**config.mk**
```make
export PLATFORM = sky130hd
export DESIGN_NAME = timer_ip_flat
export DESIGN_NICKNAME = d
export VERILOG_FILES = /design/src/rtl/timer_ip_if.sv /design/src/rtl/timer_ip.sv /design/src/flat_wrapper.sv
export SDC_FILE = /design/constraint.sdc
export NUM_CORES = 1
export LEC_CHECK = 0
export BUFFER_PORTS_ARGS = -buffer_cell sky130_fd_sc_hd__buf_2
export CORE_ASPECT_RATIO = 2
export CORE_MARGIN = 1.5
export CORE_UTILIZATION = 51
export CTS_BUF_LIST = sky130_fd_sc_hd__clkbuf_16
export DETAILED_ROUTE_END_ITERATION = 10
export GPL_TIMING_DRIVEN = 0
export PLACE_DENSITY = 0.78
export RECOVER_POWER = 100
export REMOVE_ABC_BUFFERS = 1
export SETUP_SLACK_MARGIN = 0.4
export SYNTH_ARGS = -nofsm -noshare
export SYNTH_HDL_FRONTEND = slang
export SYNTH_SLANG_ARGS = --single-unit
export TNS_END_PERCENT = 1
```
**constraint.sdc**
```tcl
create_clock -name clk -period 2.2 [get_ports clk]
set_clock_uncertainty 0.1 [all_clocks]
set_input_delay 0.22 -clock clk [delete_from_list [all_inputs] [get_ports clk]]
set_output_delay 0.22 -clock clk [all_outputs]
set_load 0.05 [all_outputs]
```
**src/rtl/timer_ip_if.sv**
```systemverilog
// Memory-map bus bundle between the master and the timer peripheral.
// The slave returns rd combinationally in the same cycle as the request.
interface timer_ip_if #(
  parameter int DATA_WIDTH = 32
);
  logic [DATA_WIDTH-1:0] wd;
  logic [DATA_WIDTH-1:0] address;
  logic                  we;
  logic                  re;
  logic [DATA_WIDTH-1:0] rd;

  modport master (output wd, output address, output we, output re, input rd);
  modport slave  (input wd, input address, input we, input re, output rd);
endinterface

```
**src/rtl/timer_ip.sv**
```systemverilog
// Memory-mapped timer: prescaled up-counter with compare, periodic or one-shot
// operation, sticky match flag and level interrupt.
//
// state   | meaning
// --------+-------------------------------------------------------------
// ST_IDLE | en=0: prescaler held at 0, count frozen
// ST_RUN  | en=1: prescaler advancing, count steps on every tick
module timer_ip #(
  parameter int DATA_WIDTH = 32,
  parameter int CNT_WIDTH  = 32,
  parameter int PRE_WIDTH  = 8
) (
  input  logic       clk,
  input  logic       rst_n,
  timer_ip_if.slave  bus,
  output logic       irq
);

  localparam logic [1:0] REG_CTRL   = 2'd0;
  localparam logic [1:0] REG_CMP    = 2'd1;
  localparam logic [1:0] REG_COUNT  = 2'd2;
  localparam logic [1:0] REG_STATUS = 2'd3;

  typedef enum logic {ST_IDLE, ST_RUN} state_t;

  state_t                 state_q, state_d;
  logic                   one_shot_q, one_shot_d;
  logic                   irq_en_q, irq_en_d;
  logic [PRE_WIDTH-1:0]   prescale_q, prescale_d;
  logic [PRE_WIDTH-1:0]   pre_cnt_q, pre_cnt_d;
  logic [CNT_WIDTH-1:0]   cmp_q, cmp_d;
  logic [CNT_WIDTH-1:0]   count_q, count_d;
  logic                   match_q, match_d;

  logic [1:0]             reg_sel;
  logic                   ctrl_wr, cmp_wr, count_wr, status_wr;
  logic                   run, tick, hit;
  logic [PRE_WIDTH-1:0]   wr_prescale;
  logic [DATA_WIDTH-1:0]  rd_val;
  logic                   unused_bits;

  assign reg_sel     = bus.address[3:2];
  assign ctrl_wr     = bus.we && (reg_sel == REG_CTRL);
  assign cmp_wr      = bus.we && (reg_sel == REG_CMP);
  assign count_wr    = bus.we && (reg_sel == REG_COUNT);
  assign status_wr   = bus.we && (reg_sel == REG_STATUS);
  assign wr_prescale = bus.wd[8 +: PRE_WIDTH];

  assign run  = (state_q == ST_RUN);
  assign tick = run && (pre_cnt_q == prescale_q);
  // A COUNT write in the tick cycle suppresses match evaluation entirely.
  assign hit  = tick && (count_q == cmp_q) && !count_wr;

  always_ff @(posedge clk or negedge rst_n) begin
    if (!rst_n) begin
      state_q    <= ST_IDLE;
      one_shot_q <= 1'b0;
      irq_en_q   <= 1'b0;
      prescale_q <= '0;
      pre_cnt_q  <= '0;
      cmp_q      <= '0;
      count_q    <= '0;
      match_q    <= 1'b0;
    end else begin
      state_q    <= state_d;
      one_shot_q <= one_shot_d;
      irq_en_q   <= irq_en_d;
      prescale_q <= prescale_d;
      pre_cnt_q  <= pre_cnt_d;
      cmp_q      <= cmp_d;
      count_q    <= count_d;
      match_q    <= match_d;
    end
  end

  always_comb begin
    state_d    = state_q;
    one_shot_d = one_shot_q;
    irq_en_d   = irq_en_q;
    prescale_d = prescale_q;
    pre_cnt_d  = pre_cnt_q;
    cmp_d      = cmp_q;
    count_d    = count_q;
    match_d    = match_q;

    unique case (state_q)
      ST_IDLE: if (ctrl_wr && bus.wd[0]) state_d = ST_RUN;
      ST_RUN: begin
        // Software CTRL write outranks the one-shot auto-stop.
        if (ctrl_wr)                  state_d = bus.wd[0] ? ST_RUN : ST_IDLE;
        else if (hit && one_shot_q)   state_d = ST_IDLE;
      end
      default: state_d = ST_IDLE;
    endcase

    if (!run || tick) pre_cnt_d = '0;
    else              pre_cnt_d = pre_cnt_q + PRE_WIDTH'(1);
    if (ctrl_wr && (!bus.wd[0] || (wr_prescale != prescale_q))) pre_cnt_d = '0;
    if (count_wr) pre_cnt_d = '0;

    if (count_wr)  count_d = bus.wd[CNT_WIDTH-1:0];
    else if (hit)  count_d = '0;
    else if (tick) count_d = count_q + CNT_WIDTH'(1);

    if (hit)                         match_d = 1'b1;
    else if (status_wr && bus.wd[0]) match_d = 1'b0;

    if (ctrl_wr) begin
      one_shot_d = bus.wd[1];
      irq_en_d   = bus.wd[2];
      prescale_d = wr_prescale;
    end
    if (cmp_wr) cmp_d = bus.wd[CNT_WIDTH-1:0];
  end

  always_comb begin
    rd_val = '0;
    unique case (reg_sel)
      REG_CTRL: begin
        rd_val[0]              = run;
        rd_val[1]              = one_shot_q;
        rd_val[2]              = irq_en_q;
        rd_val[8 +: PRE_WIDTH] = prescale_q;
      end
      REG_CMP:    rd_val = DATA_WIDTH'(cmp_q);
      REG_COUNT:  rd_val = DATA_WIDTH'(count_q);
      REG_STATUS: rd_val[0] = match_q;
      default:    rd_val = '0;
    endcase
  end

  assign bus.rd = bus.re ? rd_val : '0;
  assign irq    = match_q & irq_en_q;

  assign unused_bits = ^{bus.address[DATA_WIDTH-1:4], bus.address[1:0], bus.wd};

endmodule

```
**src/flat_wrapper.sv**
```systemverilog
// flat-port wrapper written by rule: the top's interface ports become plain ports
module timer_ip_flat 
#(
  parameter int DATA_WIDTH = 32,
  parameter int CNT_WIDTH  = 32,
  parameter int PRE_WIDTH  = 8
)
  (clk, rst_n, irq, bus_wd, bus_address, bus_we, bus_re, bus_rd);
  timer_ip_if #(.DATA_WIDTH(DATA_WIDTH)) bus_i ();
  input  logic clk;
  input  logic rst_n;
  output logic irq;
  input wire logic [$bits(bus_i.wd)-1:0] bus_wd;
  input wire logic [$bits(bus_i.address)-1:0] bus_address;
  input wire logic [$bits(bus_i.we)-1:0] bus_we;
  input wire logic [$bits(bus_i.re)-1:0] bus_re;
  output wire logic [$bits(bus_i.rd)-1:0] bus_rd;
  assign bus_i.wd = bus_wd;
  assign bus_i.address = bus_address;
  assign bus_i.we = bus_we;
  assign bus_i.re = bus_re;
  assign bus_rd = bus_i.rd;
  timer_ip #(.DATA_WIDTH(DATA_WIDTH), .CNT_WIDTH(CNT_WIDTH), .PRE_WIDTH(PRE_WIDTH)) u_core (.clk(clk), .rst_n(rst_n), .bus(bus_i), .irq(irq));
endmodule
```
==> results of run 1 <==
-- layout make-up --
| cell class | count | area (µm²) |
|---|---|---|
| well taps | 132 | 165 |
| flip-flops and latches | 84 | 2130 |
| fillers | 701 | 3040 |
| inverters | 14 | 53.8 |
| repair buffers | 119 | 861 |
| clock buffers | 9 | 225 |
| multi-input cells | 398 | 3240 |
| clock inverters | 5 | 46.3 |
-- per-layer routing --
metal	share of wire, %	track usage (%)	routed length [µm]	up-vias
met5	0	0	0	-
met4	7.5	22.5	1350	0
met3	7.0	5.75	1260	127
met2	52	54.1	9340	346
met1	33	32.5	5920	2448
li1	-	-	-	2138
-- kinds of logic after synthesis --
| kind of cell | Yosys count |
|---|---|
| multiplexers | 43 |
| XOR/XNOR | 55 |
| buffers and inverters | 60 |
| AND/OR/NAND/NOR | 165 |
| AO/OA/AOI/OAI | 122 |
| flip-flops | 84 |
| adder cells (fa/ha/maj) | 8 |
-- stage by stage --
stage	area, µm²	std cells	setup TNS (ns)	power [µW]	setup slack [ns]
floorplan	4920	491	-26.21	3040	-0.726
finish	6730	761	-1.80	5460	-0.165
detailed placement	5500	695	-106.69	3470	-1.79
CTS	6360	745	-0.0642	5140	-0.0294
global route	6730	761	-6.76	5640	-0.285
global placement	5430	693	-121.52	3400	-1.86
-- where the power goes --
| group | switching [µW] | leakage [µW] | internal [µW] |
|---|---|---|---|
| logic | 848 | 0.00172 | 812 |
| clock network | 620 | 0.000137 | 854 |
| registers | 473 | 0.00100 | 1850 |
-- cell usage in the layout (no fill, tap or decap), drive strengths merged, types with 3 or more instances in the layout --
master and n:
a222oi 11, xor2 8, ha 8, nor3 4, nand4 18, and3 8, nand2 35, a32o 3
a221o 12, o21ai 26, nand3 21, clkinv 3, a21o 10, a22oi 26, or3 11, or2 5
clkbuf 39, buf 87, xnor2 47, mux2 42, inv 14, dfrtp 84, o31a 3, nor2 48
and2 5, nor4 4, a21oi 24
-- worst max-delay path: stages (launching register included) --
cell and delay [ns]:
dfrtp_2 0.44, xnor2_1 0.22, nand4_1 0.21, nor4_4 0.40, buf_4 0.20, a21o_2 0.26, o21ai_0 0.19, a21o_1 0.23
-- cells in the mapped netlist (11+ instances only) --
master	instances	share of area, %
o21ai_0	25	2.4
xnor2_1	47	8.0
clkbuf_1	31	2.3
a22oi_1	26	3.8
inv_1	14	1.0
dfrtp_1	84	41
a221o_1	12	2.3
a21oi_1	22	2.1
nand2_1	35	2.6
nand4_1	18	2.2
mux2_2	42	9.2
a222oi_1	11	2.1
nand3_1	21	2.0
nor2_1	48	3.5
or3_1	11	1.3
-- path summary, 6_finish.rpt --
check	from	end	slack [ns]
worst min-delay path	bus_wd[23]	u_core.count_q[23]	0.02
worst min register to register	u_core.one_shot_q	u_core.run	0.40
max in group asynchronous	rst_n	u_core.count_q[13]	0.70
worst max-delay path	u_core.count_q[26]	u_core.count_q[21]	-0.17
worst max register to register	u_core.count_q[26]	u_core.count_q[21]	-0.17
min in group asynchronous	rst_n	u_core.count_q[23]	0.40
-- sequential cells by signal, summed over array words and instances (netlist names) --
register	count
u_core.count_q	32
u_core.match_q	1
u_core.pre_cnt_q	8
u_core.prescale_q	8
u_core.cmp_q	32
u_core.one_shot_q	1
u_core.irq_en_q	1
u_core.run	1
-- timing repair --
action	CTS	global route
cloned	5	0
hold buffers	2	0
pin swaps	40	63
setup endpoints to repair	106	74
buffers inserted	29	16
resized for setup	85	91
hold endpoints to repair	85	0
==> results.sh, run 1 <==
export IMPL_status="finished with violations"
export IMPL_violations="negative setup slack"
export IMPL_start_util_pct=52.5
export IMPL_synth_fa_ha_area_share_pct=1.95
export IMPL_fin_crit_ns=2.37
export IMPL_muxShareOfSynthArea_pct=9.41
export IMPL_fp_coreArea_mm2=0.00976
export IMPL_synth_area_per_cell_um2=9.55
export IMPL_yosys_register_bits=84
export IMPL_syn_area_mm2=0.00513
export IMPL_syn_inst=537
export IMPL_via_per_inst=6.65
export IMPL_utilization_pct=68.9
export IMPL_port_buffers=70
export IMPL_finalCritPeriodShare_pct=108
export IMPL_grt_pass1_wl_mm=25.0
export IMPL_cts_max_level=3
export IMPL_gp_congestion=0.897
export IMPL_synth_cell_types=48
export IMPL_slew_viol_final=0
export IMPL_clock_latency_ns=0.35
export IMPL_dieArea_mm2=0.0107
export IMPL_grt_max_degree=74
export IMPL_rsz0062_at_grt="yes"
export IMPL_num_io_pins=101
export IMPL_path_clk_slew_ns=0.06
export IMPL_synth_enable_flop_cells=0
export IMPL_arrival_ns=2.50
export IMPL_pwr_density_cell_mw_per_mm2=811
export IMPL_grt_overflow=0
export IMPL_nets=702
export IMPL_synth_compound_area_share_pct=17.0
export IMPL_antenna_found_initial=0
export IMPL_worstMarginPinSlew_ns=0.884
export IMPL_hpwl_mm=9.85
export IMPL_grt_util_all_layers_pct=31.2
export IMPL_wl_mm=17.9
export IMPL_finalHoldViolCount=0
export IMPL_critical_path_class="register to register"
export IMPL_die_x_um=73.9
export IMPL_ys_warn_count=0
export IMPL_timing_fmax_mhz=423
export IMPL_vias=5059
export IMPL_cts_sinks=84
export IMPL_end_kind="register"
export IMPL_synthArstFlopShare_pct=100
export IMPL_yosysSeqAreaShare_pct=41.0
export IMPL_worstHoldPathCells=3
export IMPL_drc=0
export IMPL_first_global_vias=4923
export IMPL_cts_buffer_depth=2
export IMPL_cts_tree="yes"
export IMPL_crit_path_max_fanout=7
export IMPL_peakVddDrop_mv=0.586
export IMPL_cap_violations=0
export IMPL_required_ns=2.34
export IMPL_wire_per_inst_um=23.5
export IMPL_hp_class="input port to register"
export IMPL_cts_root_buf="clkbuf_16"
export IMPL_diodes=0
export IMPL_antenna_left=0
export IMPL_fin_hold_ws_ns=0.0157
export IMPL_synthXorXnorAreaFrac_pct=9.39
export IMPL_maxSlewHeadroom_pct=40.9
export IMPL_p_leak_uw=0.00286
export IMPL_num_rows=51
export IMPL_rr_worst_depth=7
export IMPL_synth_top_flop_cell="dfrtp_1"
export IMPL_start_kind="register"
export IMPL_synthSimpleGateAreaFrac_pct=16.1
export IMPL_drive_above_1_share_pct=42.9
export IMPL_worst_slack_ns=-0.165
export IMPL_cts_buffers=9
export IMPL_setup_viol=26
export IMPL_drt_pass1_iter_count=7
export IMPL_synth_top_family_by_area="compound AO/OA/AOI/OAI gates"
export IMPL_die_h_um=145
export IMPL_syn_to_final_growth_pct=31.1
export IMPL_drt_iter0_markers=573
Note: power is estimated with default switching activity, not from simulation.
==> run 2: changes to the inputs <==
--- a/config.mk
+++ b/config.mk
@@ -5,10 +5,11 @@
 export SDC_FILE = /design/constraint.sdc
 export NUM_CORES = 1
 export LEC_CHECK = 0
+export ABC_AREA = 1
 export BUFFER_PORTS_ARGS = -buffer_cell sky130_fd_sc_hd__buf_2
 export CORE_ASPECT_RATIO = 2
 export CORE_MARGIN = 1.5
-export CORE_UTILIZATION = 51
+export CORE_UTILIZATION = 53
 export CTS_BUF_LIST = sky130_fd_sc_hd__clkbuf_16
 export DETAILED_ROUTE_END_ITERATION = 10
 export GPL_TIMING_DRIVEN = 0
==> results.sh, run 2 <==
export IMPL_status="finished clean"
export IMPL_slowest_delay_ns=0.44
export IMPL_pwr_density_cell_mw_per_mm2=801
export IMPL_syn_area_mm2=0.00656
export IMPL_utilization_pct=66.7
export IMPL_fin_crit_ns=2.00
export IMPL_reg_top3="u_core.cmp_q: 32 flops, u_core.count_q: 32 flops"
export IMPL_synth_cell_types=36
export IMPL_syn_to_final_growth_pct=23.3
export IMPL_crit_path_max_fanout=7
export IMPL_dp_cells=1236
export IMPL_cts_sinks=84
export IMPL_synth_largest_area_cell="dfrtp_1"
export IMPL_worstHoldPathCells=3
export IMPL_synthArstFlopShare_pct=100
export IMPL_required_ns=2.34
export IMPL_start_kind="register"
export IMPL_vias=7307
export IMPL_yosys_top_cells_count="398 x nand2_1, 145 x inv_1, 115 x nor2_1"
export IMPL_crit_buf_inv=2
export IMPL_drive_above_1_share_pct=20.9
export IMPL_via_per_inst=5.59
export IMPL_yosysMostFrequentCell="nand2_1"
export IMPL_cts_buffer_depth=2
export IMPL_rr_worst_depth=11
export IMPL_use_met1_pct=37.0
export IMPL_worstMarginPinSlew_ns=0.996
export IMPL_global_route_usage_met2_pct=63.4
export IMPL_hp_class="input port to register"
export IMPL_num_rows=57
export IMPL_synth_area_per_cell_um2=6.24
export IMPL_tns_ns=0
export IMPL_port_buffers=70
export IMPL_die_x_um=81.6
export IMPL_timing_fmax_mhz=501
export IMPL_first_global_vias=7167
export IMPL_finalCritPeriodShare_pct=90.7
export IMPL_ys_warn_count=0
export IMPL_peakVddDrop_mv=0.510
export IMPL_cts_root_buf="clkbuf_16"
export IMPL_gr_max_usage_layer="met2"
export IMPL_wire_per_inst_um=18.1
export IMPL_cap_violations=0
export IMPL_end_kind="register"
export IMPL_drt_iter0_markers=556
export IMPL_synth_top_flop_cell="dfrtp_1"
export IMPL_path_cells="inv_1 -> nand2_1 -> nand2_1 -> nand3_1 -> nor2_1 -> nand3_2 -> nor2_4 -> buf_12 -> nand2_8 -> nand3_1 -> nand2_1"
export IMPL_wl_mm=23.7
export IMPL_path_common_cell="nand2_1"
export IMPL_die_h_um=160
export IMPL_path_clk_slew_ns=0.07
export IMPL_critical_path_class="register to register"
export IMPL_gr_usage_met3_pct=6.40
export IMPL_drc=0
export IMPL_min_from="bus_wd[0]"
export IMPL_yosysSeqAreaShare_pct=32.1
export IMPL_fp_coreArea_mm2=0.0121
export IMPL_worst_slack_ns=0.204
export IMPL_slew_viol_final=0
export IMPL_antenna_left=0
export IMPL_finalHoldViolCount=0
export IMPL_startpoint="u_core.count_q[27]"
export IMPL_setup_viol=0
export IMPL_rsz0062_at_grt="yes"
export IMPL_cpLargestDelayFamily="simple AND/OR/NAND/NOR gates"
export IMPL_path_depth=11
export IMPL_grt_pass1_wl_mm=35.6
export IMPL_maxSlewHeadroom_pct=33.6
export IMPL_synth_top_area_share_pct=32.1
export IMPL_grt_util_all_layers_pct=36.6
export IMPL_hpwl_mm=15.4
export IMPL_arrival_ns=2.13
export IMPL_cts_max_level=3
export IMPL_worstReg2RegStart="u_core.count_q[27]"
export IMPL_p_leak_uw=0.00413
export IMPL_cp_slowest_cell="dfrtp_1"
export IMPL_syn_inst=1050
export IMPL_stdcell_area_mm2=0.00808
export IMPL_start_util_pct=54.1
export IMPL_layout_cells_non_filler=1307
export IMPL_final_common_cell="nand2_1"
export IMPL_antenna_found_initial=0
export IMPL_clock_latency_ns=0.36
export IMPL_grt_overflow=0
export IMPL_dieArea_mm2=0.0131
export IMPL_place_area_mm2=0.00697
export IMPL_final_cell_mix="381 x nand2_1, 141 x inv_1, 107 x nor2_1, 63 x dfrtp_1, 56 x o21ai_0"
export IMPL_drt_pass1_iter_count=5
export IMPL_dp_slack_ns=-1.92
export IMPL_yosys_register_bits=84
export IMPL_cts_tree="yes"
export IMPL_num_io_pins=101
export IMPL_grt_max_degree=51
export IMPL_gp_congestion=0.951
export IMPL_cts_buffers=9
export IMPL_nets=1231
export IMPL_diodes=0
export IMPL_synth_area_leaders="dfrtp_1 32%, nand2_1 23%, inv_1 8.3%"
export IMPL_synth_enable_flop_cells=0
==> run 2: changes by cell type in the layout (fill, tap and decap cells not counted), sizes merged, moves of 16 or more <==
cell / change
a21oi: +17
a22oi: -26
inv: +146
mux2: -40
nand2: +371
nand3: +36
nor2: +79
o21ai: +32
xnor2: -31
xor2: +16
==> run 2: final timing paths <==
kind | slack (ns) | to
max in group asynchronous | 0.69 | u_core.prescale_q[2]
min reg2reg | 0.41 | u_core.cmp_q[10]
max reg2reg | 0.20 | u_core.count_q[8]
min | 0.02 | u_core.run
max | 0.20 | u_core.count_q[8]
min in group asynchronous | 0.49 | u_core.cmp_q[5]
==> run 2: tightest hold or removal path, cell delays in order <==
cell     delay, ns
buf_2         0.11
nand2_1       0.05
nand2_1       0.05
==> run 2: cell type report <==
type                       instances  area (µm²)
inverter                         161         626
tap                              147         184
clock buffer                       9         225
clock inverter                     7        83.8
multi-input combinational        777        3960
fill                            1129        4040
sequential                        84        2130
timing repair buffer             122         871
==> run 2: per-layer routing <==
| layer | vias to the layer above | wire (µm) | share of wire [%] |
|---|---|---|---|
| li1 | 3448 | - | - |
| met4 | 0 | 2360 | 9.9 |
| met5 | - | 0 | 0 |
| met2 | 377 | 12100 | 51 |
| met3 | 158 | 1610 | 6.8 |
| met1 | 3324 | 7610 | 32 |
==> run 2: cell families after synthesis <==
group	Yosys count	share of synthesized area, %
and+or+nand+nor	610	39.5
buffers and inverters	194	11.9
AOI/OAI and AO/OA	112	9.20
DFF	84	32.1
xor gates and xnor gates	40	5.46
adders and majority gates	8	1.53
muxes	2	0.344
==> run 2: timing repair <==
item | 4_1_cts | 5_1_grt
buffers inserted | 21 | 27
setup endpoints to repair | 106 | 75
hold endpoints to repair | 34 | 0
gates cloned | 4 | 2
hold buffers | 1 | 0
resized for setup | 68 | 59
pin swaps | 11 | 18
==> run 2: metrics by stage <==
stage | power, µW | hold slack, ns
after floorplan | 3690 | -0.176
after global placement | 4300 | 0.375
after CTS | 6130 | 0.0199
after global routing | 6830 | 0.0323
final | 6470 | 0.0212
after detailed placement | 4360 | 0.122
==> run 2: power by group <==
part	leakage, µW	switching, µW	internal [µW]	total, µW
Sequential	0.00100	440	1860	2300
Clock	0.000155	662	981	1640
Combinational	0.00297	1610	926	2530
